--- config.mk ---
export PLATFORM = sky130hd
export DESIGN_NAME = credit_manager
export DESIGN_NICKNAME = d
export VERILOG_FILES = /design/src/rtl/credit_manager.sv
export SDC_FILE = /design/constraint.sdc
export NUM_CORES = 1
export LEC_CHECK = 0
export BUFFER_PORTS_ARGS = -buffer_cell sky130_fd_sc_hd__buf_2
export CORE_ASPECT_RATIO = 1.75
export CORE_MARGIN = 2
export CORE_UTILIZATION = 30
export DETAILED_ROUTE_END_ITERATION = 10
export HOLD_SLACK_MARGIN = 0.08
export PLACE_DENSITY_LB_ADDON = 0.3
export SLEW_MARGIN = 10
export SYNTH_ARGS = -nofsm -noshare
export SYNTH_HDL_FRONTEND = slang
export SYNTH_SLANG_ARGS = --single-unit
--- constraint.sdc ---
create_clock -name clk -period 7.5 [get_ports clk]
set_clock_uncertainty 0.15 [all_clocks]
set_input_delay 1.5 -clock clk [delete_from_list [all_inputs] [get_ports clk]]
set_output_delay 1.5 -clock clk [all_outputs]
set_load 0.02 [all_outputs]
--- src/rtl/credit_manager.sv ---
// Credit bookkeeping for the arcade front end: saturating coin count, start-edge
// detection with credit deduction, game-start handshake and BCD credit digits.
module credit_manager #(
  parameter int MAX_CREDITS      = 99,
  parameter int CREDITS_PER_GAME = 1
) (
  input  logic       clk,
  input  logic       reset,
  input  logic       i_addCoin,
  input  logic       i_startBtn,
  input  logic       i_gameOver,
  output logic [6:0] o_credits,
  output logic [3:0] o_creditsTens,
  output logic [3:0] o_creditsOnes,
  output logic       o_coinAccepted,
  output logic       o_startGame,
  output logic       o_inGame
);

  localparam logic [6:0] MAX_C = 7'(MAX_CREDITS);
  localparam logic [6:0] CPG_C = 7'(CREDITS_PER_GAME);

  typedef enum logic [1:0] {IDLE, READY, PLAYING} state_t;

  state_t     state_q, state_d;
  logic [6:0] count_q, count_d, count_plus;
  logic       start_prev_q;
  logic       coin_ok, start_ev, start_ok;
  logic       coin_acc_q, coin_acc_d;
  logic       start_game_q, start_game_d;
  logic       in_game_q, in_game_d;
  logic [3:0] tens_q, tens_d, ones_q, ones_d;

  // State register plus all registered outputs.
  always_ff @(posedge clk or posedge reset) begin
    if (reset) begin
      state_q      <= IDLE;
      count_q      <= '0;
      start_prev_q <= 1'b1;
      coin_acc_q   <= 1'b0;
      start_game_q <= 1'b0;
      in_game_q    <= 1'b0;
      tens_q       <= '0;
      ones_q       <= '0;
    end else begin
      state_q      <= state_d;
      count_q      <= count_d;
      start_prev_q <= i_startBtn;
      coin_acc_q   <= coin_acc_d;
      start_game_q <= start_game_d;
      in_game_q    <= in_game_d;
      tens_q       <= tens_d;
      ones_q       <= ones_d;
    end
  end

  // Next-state logic; coin saturation and start eligibility both use the pre-edge count.
  always_comb begin
    coin_ok    = !i_addCoin && (count_q < MAX_C);
    count_plus = count_q + {6'd0, coin_ok};
    start_ev   = start_prev_q && !i_startBtn;
    start_ok   = (state_q == READY) && start_ev;
    state_d    = state_q;
    case (state_q)
      IDLE:    if (count_plus >= CPG_C) state_d = READY;
      READY:   if (start_ev) state_d = PLAYING;
      PLAYING: if (i_gameOver) state_d = (count_plus >= CPG_C) ? READY : IDLE;
      default: state_d = IDLE;
    endcase
  end

  // Output logic: next values of the registered outputs.
  always_comb begin
    count_d      = start_ok ? (count_plus - CPG_C) : count_plus;
    coin_acc_d   = coin_ok;
    start_game_d = start_ok;
    in_game_d    = (state_d == PLAYING);
    // BCD is taken from the current register, so digits trail the count by a cycle.
    tens_d       = 4'(count_q / 7'd10);
    ones_d       = 4'(count_q % 7'd10);
  end

  assign o_credits      = count_q;
  assign o_creditsTens  = tens_q;
  assign o_creditsOnes  = ones_q;
  assign o_coinAccepted = coin_acc_q;
  assign o_startGame    = start_game_q;
  assign o_inGame       = in_game_q;

endmodule

==> flow_summary.toml, run 1 <==
[run_status]
outcome = "finished, final reports clean"

[clock_tree]
cts_buffers = 3
htreeDepth = 1
cts_hold_buffers = 0
clockRootBuffer = "clkbuf_8"
clk_pin_slew_worst_paths_ps = 70
cts-resized-gates = 0
cts_tree = "done"
clockBufferDepth = 2
cts_sinks = 21
postCtsSetupBuffers = 0
insertion_delay_ps = 260

[global_route]
met1_usage_pct = 14.9
top_usage_layer = "met2"
grt_pass1_vias = 1042
gr-total-overflow = 0
grt.total_usage_pct = 13.2
met3_usage_pct = 1.47
grt_pass1_wl_mm = 4.91
met2_usage_pct = 22.8
grt_max_degree = 22
antenna_found_initial = 0

[logic_synthesis]
syn-num-nets = 153
ys_seq_elements = 21
synth_cell_types = 44
yosys_warnings = 0
synth_area_per_cell_sq_um = 9.29
async_reset_ff_share_pct = 100
netlist_instances = 143
synthFlopType = "dfrtp_1"
synth_edf_count = 0
netlist_area_sq_um = 1330
seq_area_frac_synth_pct = 39.6

[detailed_routing]
wl_per_cell_um = 13.7
wirelength_mm = 2.87
antenna_left = 0
drc = 0
vias = 1090
first_iter_violations = 36
via_per_inst = 5.22
drtPass1Iterations = 4

[setup_path]
rr_worst_depth = 10
worst_setup_path_start_kind = "input pin"
critPathMaxFanout = 8
cp-end-kind = "flop"
max_stage_delay_ps = 330
critPathSlowestCell = "ha_1"
crit_type = "input pin to flop"
cp.required_ps = 7520
crit_path_cell_trace = "buf_2 -> a31oi_1 -> ha_1 -> ha_1 -> nor2_1 -> a21o_1 -> a31oi_1 -> nor3_1 -> o31ai_1"
critical_path_arrival_ps = 3190

[die]
ioPinCount = 23
core_area_sq_um = 4320
die_y_um = 92.0
dieArea_sq_um = 5000
num_rows = 32
initial_core_util_pct = 30.7
fp.dieW_um = 54.3

[timing]
hold_viol = 0
max_clock_freq_mhz = 315
grt_setup_unrepaired = "false"
slew_headroom_pct = 46.6
drv_slew = 0
tns_ps = 0
worst_pin_slew_ps = 800
fin_crit_ps = 3170
setup_viol_count_final = 0
period_share_pct = 42.3
holdWs_ps = 291

[layout]
n_antenna_cell = 0
syn_to_final_growth_pct = 11.7
drive_gt1_share_pct = 21.5
post-route-cell-area_sq_um = 1480
finish.net_count = 169

[power_and_ir_drop]
powerDensity_nw_per_um2 = 517
p_leak_nw = 0.687
ir_drop_uv = 200

[worst_hold_path]
worstHoldPathCells = 0
hp-class = "flop to flop"

[placed_design]
gp_congestion = 0.770
io_buffers = 22
place_hpwl_mm = 2.14
postPlaceCellArea_sq_um = 1430

[job]
cap_violations = 0
## placed cells by master, fill, tap and decap left out, types with 2 or more instances in the layout
| cell type | Yosys | layout |
|---|---|---|
| clkbuf_8 | 0 | 3 |
| o21ai_0 | 5 | 5 |
| or3_1 | 2 | 2 |
| and3b_1 | 2 | 2 |
| mux2i_1 | 2 | 2 |
| a21o_1 | 3 | 3 |
| nand3_1 | 5 | 5 |
| o211ai_1 | 2 | 2 |
| xor2_1 | 5 | 5 |
| buf_2 | 3 | 22 |
| nand2_1 | 8 | 8 |
| nand4_1 | 2 | 2 |
| a21oi_1 | 6 | 6 |
| ha_1 | 5 | 5 |
| inv_1 | 10 | 10 |
| dfrtp_1 | 20 | 20 |
| nor2b_1 | 4 | 4 |
| and2_1 | 3 | 3 |
| o31ai_1 | 2 | 2 |
| a31oi_1 | 4 | 4 |
| nor2_1 | 10 | 10 |
| xnor2_1 | 7 | 7 |
| nor3_1 | 6 | 6 |
## routing by layer
metal	wire, um	vias to the layer above
met1	1130	527
met5	0	-
li1	-	531
met2	1550	27
met4	68	0
met3	119	5
## layout make-up
class | instances | area, sq um
fill | 441 | 2840
multi-input combinational | 101 | 699
sequential | 21 | 527
timing repair buffer | 22 | 110
tap | 51 | 63.8
clock buffer | 3 | 41.3
inverter | 10 | 37.5
clock inverter | 1 | 5.00
## flip-flops by register name (all words and copies together), names as in the netlist
register and flops:
o_coinAccepted 1, o_startGame 1, o_inGame 1, state_q 2
o_creditsOnes 4, o_creditsTens 4, start_prev_q 1, o_credits 7
## critical path: cells and delay by family
family | cells | cell delay (ps)
fa+ha+maj | 2 | 600
simple gates | 2 | 160
compound gates | 4 | 810
buf+inv | 1 | 100
## per-stage QoR
step                util (%)  std cells  setup slack, ps  power (W)
floorplan                  -        143             4330   0.000600
global placement        33.1        205             3880   0.000680
detailed placement      33.1        205             3820   0.000692
CTS                     34.2        209             4100   0.000772
global route            34.3        209             4130   0.000843
finish                  34.3        209             4330   0.000767
## logic make-up after synthesis
group / synth area share, %
AOI/OAI and AO/OA: 17.8
xor gates and xnor gates: 7.91
adders and majority gates: 4.71
buffers and inverters: 8.19
DFF: 39.6
muxes: 2.35
and+or+nand+nor: 19.4
## report_power, final
part	leakage [nW]	switching [W]	internal, W
logic	0.410	0.000251	0.000191
clock network	0.0255	0.0000382	0.0000371
registers	0.251	0.0000860	0.000164
total	0.687	0.000375	0.000392
## Yosys cell counts, types with 3 or more instances
library cell | number | area [sq um]
a21o_1 | 3 | 22.5
a21oi_1 | 6 | 30.0
a31oi_1 | 4 | 25.0
and2_1 | 3 | 18.8
buf_2 | 3 | 15.0
buf_4 | 3 | 22.5
clkbuf_1 | 3 | 11.3
dfrtp_1 | 20 | 500
ha_1 | 5 | 62.6
inv_1 | 10 | 37.5
nand2_1 | 8 | 30.0
nand3_1 | 5 | 25.0
nor2_1 | 10 | 37.5
nor2b_1 | 4 | 25.0
nor3_1 | 6 | 30.0
o21ai_0 | 5 | 25.0
xnor2_1 | 7 | 61.3
xor2_1 | 5 | 43.8
## worst paths after layout
kind / start / end / slack [ps]
max in group asynchronous: reset / o_credits[4] / 5480
max reg2reg: o_credits[4] / state_q[0] / 4600
min in group asynchronous: reset / o_creditsTens[0] / 1230
min: o_credits[0] / o_creditsOnes[0] / 290
min reg2reg: o_credits[0] / o_creditsOnes[0] / 290
max: i_addCoin / state_q[0] / 4330
Power figures use the tool's default switching activity.
==> run 2, diff against run 1 <==
- clock period: 7.5 -> 2.7 ns (I/O delays scaled with it)
==> flow_summary.toml, run 2 (synthesis gave the netlist of run 1 again) <==
[setup_path]
worst_setup_path_start_kind = "flop"
cp.required_ps = 2710
cp-end-kind = "flop"
critical_path_arrival_ps = 2460
critPathMaxFanout = 4
crit_type = "flop to flop"

[timing]
grt_setup_unrepaired = "false"
period_share_pct = 90.9
slew_headroom_pct = 46.4
fin_crit_ps = 2460
setup_viol_count_final = 0
hold_viol = 0
holdWs_ps = 243
max_clock_freq_mhz = 407
worst_pin_slew_ps = 803
tns_ps = 0
drv_slew = 0

[detailed_routing]
via_per_inst = 5.18
drc = 0
vias = 1118
first_iter_violations = 8
wirelength_mm = 3.05
drtPass1Iterations = 4
antenna_left = 0
wl_per_cell_um = 14.1

[layout]
finish.net_count = 176
largest_reg_flops = 7
syn_to_final_growth_pct = 15.6
final_core_util_pct = 35.5
final_common_cell = "buf_2"
final_cell_mix = "buf_2 (22), dfrtp_1 (19), inv_1 (10), nor2_1 (10), nand2_1 (8)"
drive_gt1_share_pct = 25.5
n_antenna_cell = 0

[die]
ioPinCount = 23
dieArea_sq_um = 5000
core_area_sq_um = 4320
initial_core_util_pct = 30.7
die_y_um = 92.0
num_rows = 32
fp.dieW_um = 54.3

[clock_tree]
cts_sinks = 21
cts_buffers = 3
clk_pin_slew_worst_paths_ps = 80
cts_hold_buffers = 0
htreeDepth = 1
postCtsSetupBuffers = 0
insertion_delay_ps = 270
cts_tree = "done"
clockBufferDepth = 2
clockRootBuffer = "clkbuf_8"
cts-resized-gates = 0

[worst_hold_path]
hp-class = "input pin to flop"

[global_route]
grt.total_usage_pct = 14.1
gr-total-overflow = 0
grt_pass1_vias = 1134
antenna_found_initial = 0
grt_max_degree = 22
grt_pass1_wl_mm = 5.19

[power_and_ir_drop]
ir_drop_uv = 644
powerDensity_nw_per_um2 = 1450
power_w = 0.00223
p_leak_nw = 0.714

[placed_design]
io_buffers = 22
gp_congestion = 0.892
place_hpwl_mm = 2.39

[run_status]
outcome = "finished, final reports clean"

[job]
cap_violations = 0
==> run 2: cell count changes in the layout (fill, tap and decap cells not counted), sizes merged <==
cell | previous run | this run
buf | 22 | 29
clkinv | 1 | 0
clkinvlp | 0 | 1
==> run 2: worst paths after layout <==
check                              from          endpoint  slack (ps)  cells after the start
max                        o_credits[0]        state_q[0]         240                     10
min                          i_startBtn      start_prev_q         240                      1
max reg2reg                o_credits[0]        state_q[0]         240                     10
min reg2reg                o_credits[0]  o_creditsOnes[0]         300                      0
max in group asynchronous         reset      o_credits[4]        1590                      2
min in group asynchronous         reset    o_coinAccepted         270                      2
==> run 2: layer usage <==
metal	wire, um	global-route usage (%)	vias up	part of all wire (%)
li1	-	-	541	-
met5	0	0	-	0
met3	78	1.95	3	2.6
met1	1170	15.3	553	38
met2	1770	25.2	21	58
met4	30	6.25	0	0.98
==> run 2: layout make-up <==
type / instances / area, sq um
fillers: 455 / 2790
multi-input cells: 101 / 696
flip-flops and latches: 21 / 528
repair buffers: 29 / 163
well taps: 51 / 63.8
clock buffers: 3 / 41.3
inverters: 10 / 37.5
clock inverters: 1 / 7.51
==> run 2: worst max-delay path, cell delays in order (launching register included) <==
cell and delay (ps):
dfrtp_1 400, inv_1 100, o21ai_0 150, a31oi_1 120, ha_2 240, ha_1 310, inv_1 80, ha_1 190
or3_1 340, nor3_1 180, o31ai_1 90
==> run 2: power breakdown <==
part           internal (W)  leakage [nW]  switching [W]  total, W
clock network      0.000104        0.0217       0.000113  0.000217
logic              0.000588         0.442       0.000882   0.00147
registers          0.000459         0.250      0.0000806  0.000539
total               0.00115         0.714        0.00107   0.00223
==> run 2: through the flow <==
stage                     area (sq um)  instances  worst slack [ps]
after floorplan                   1340        143             0.120
after global placement            1490        212               256
after detailed placement          1490        212               230
after CTS                         1540        216               221
after global routing              1540        216              23.8
final                             1540        216               244
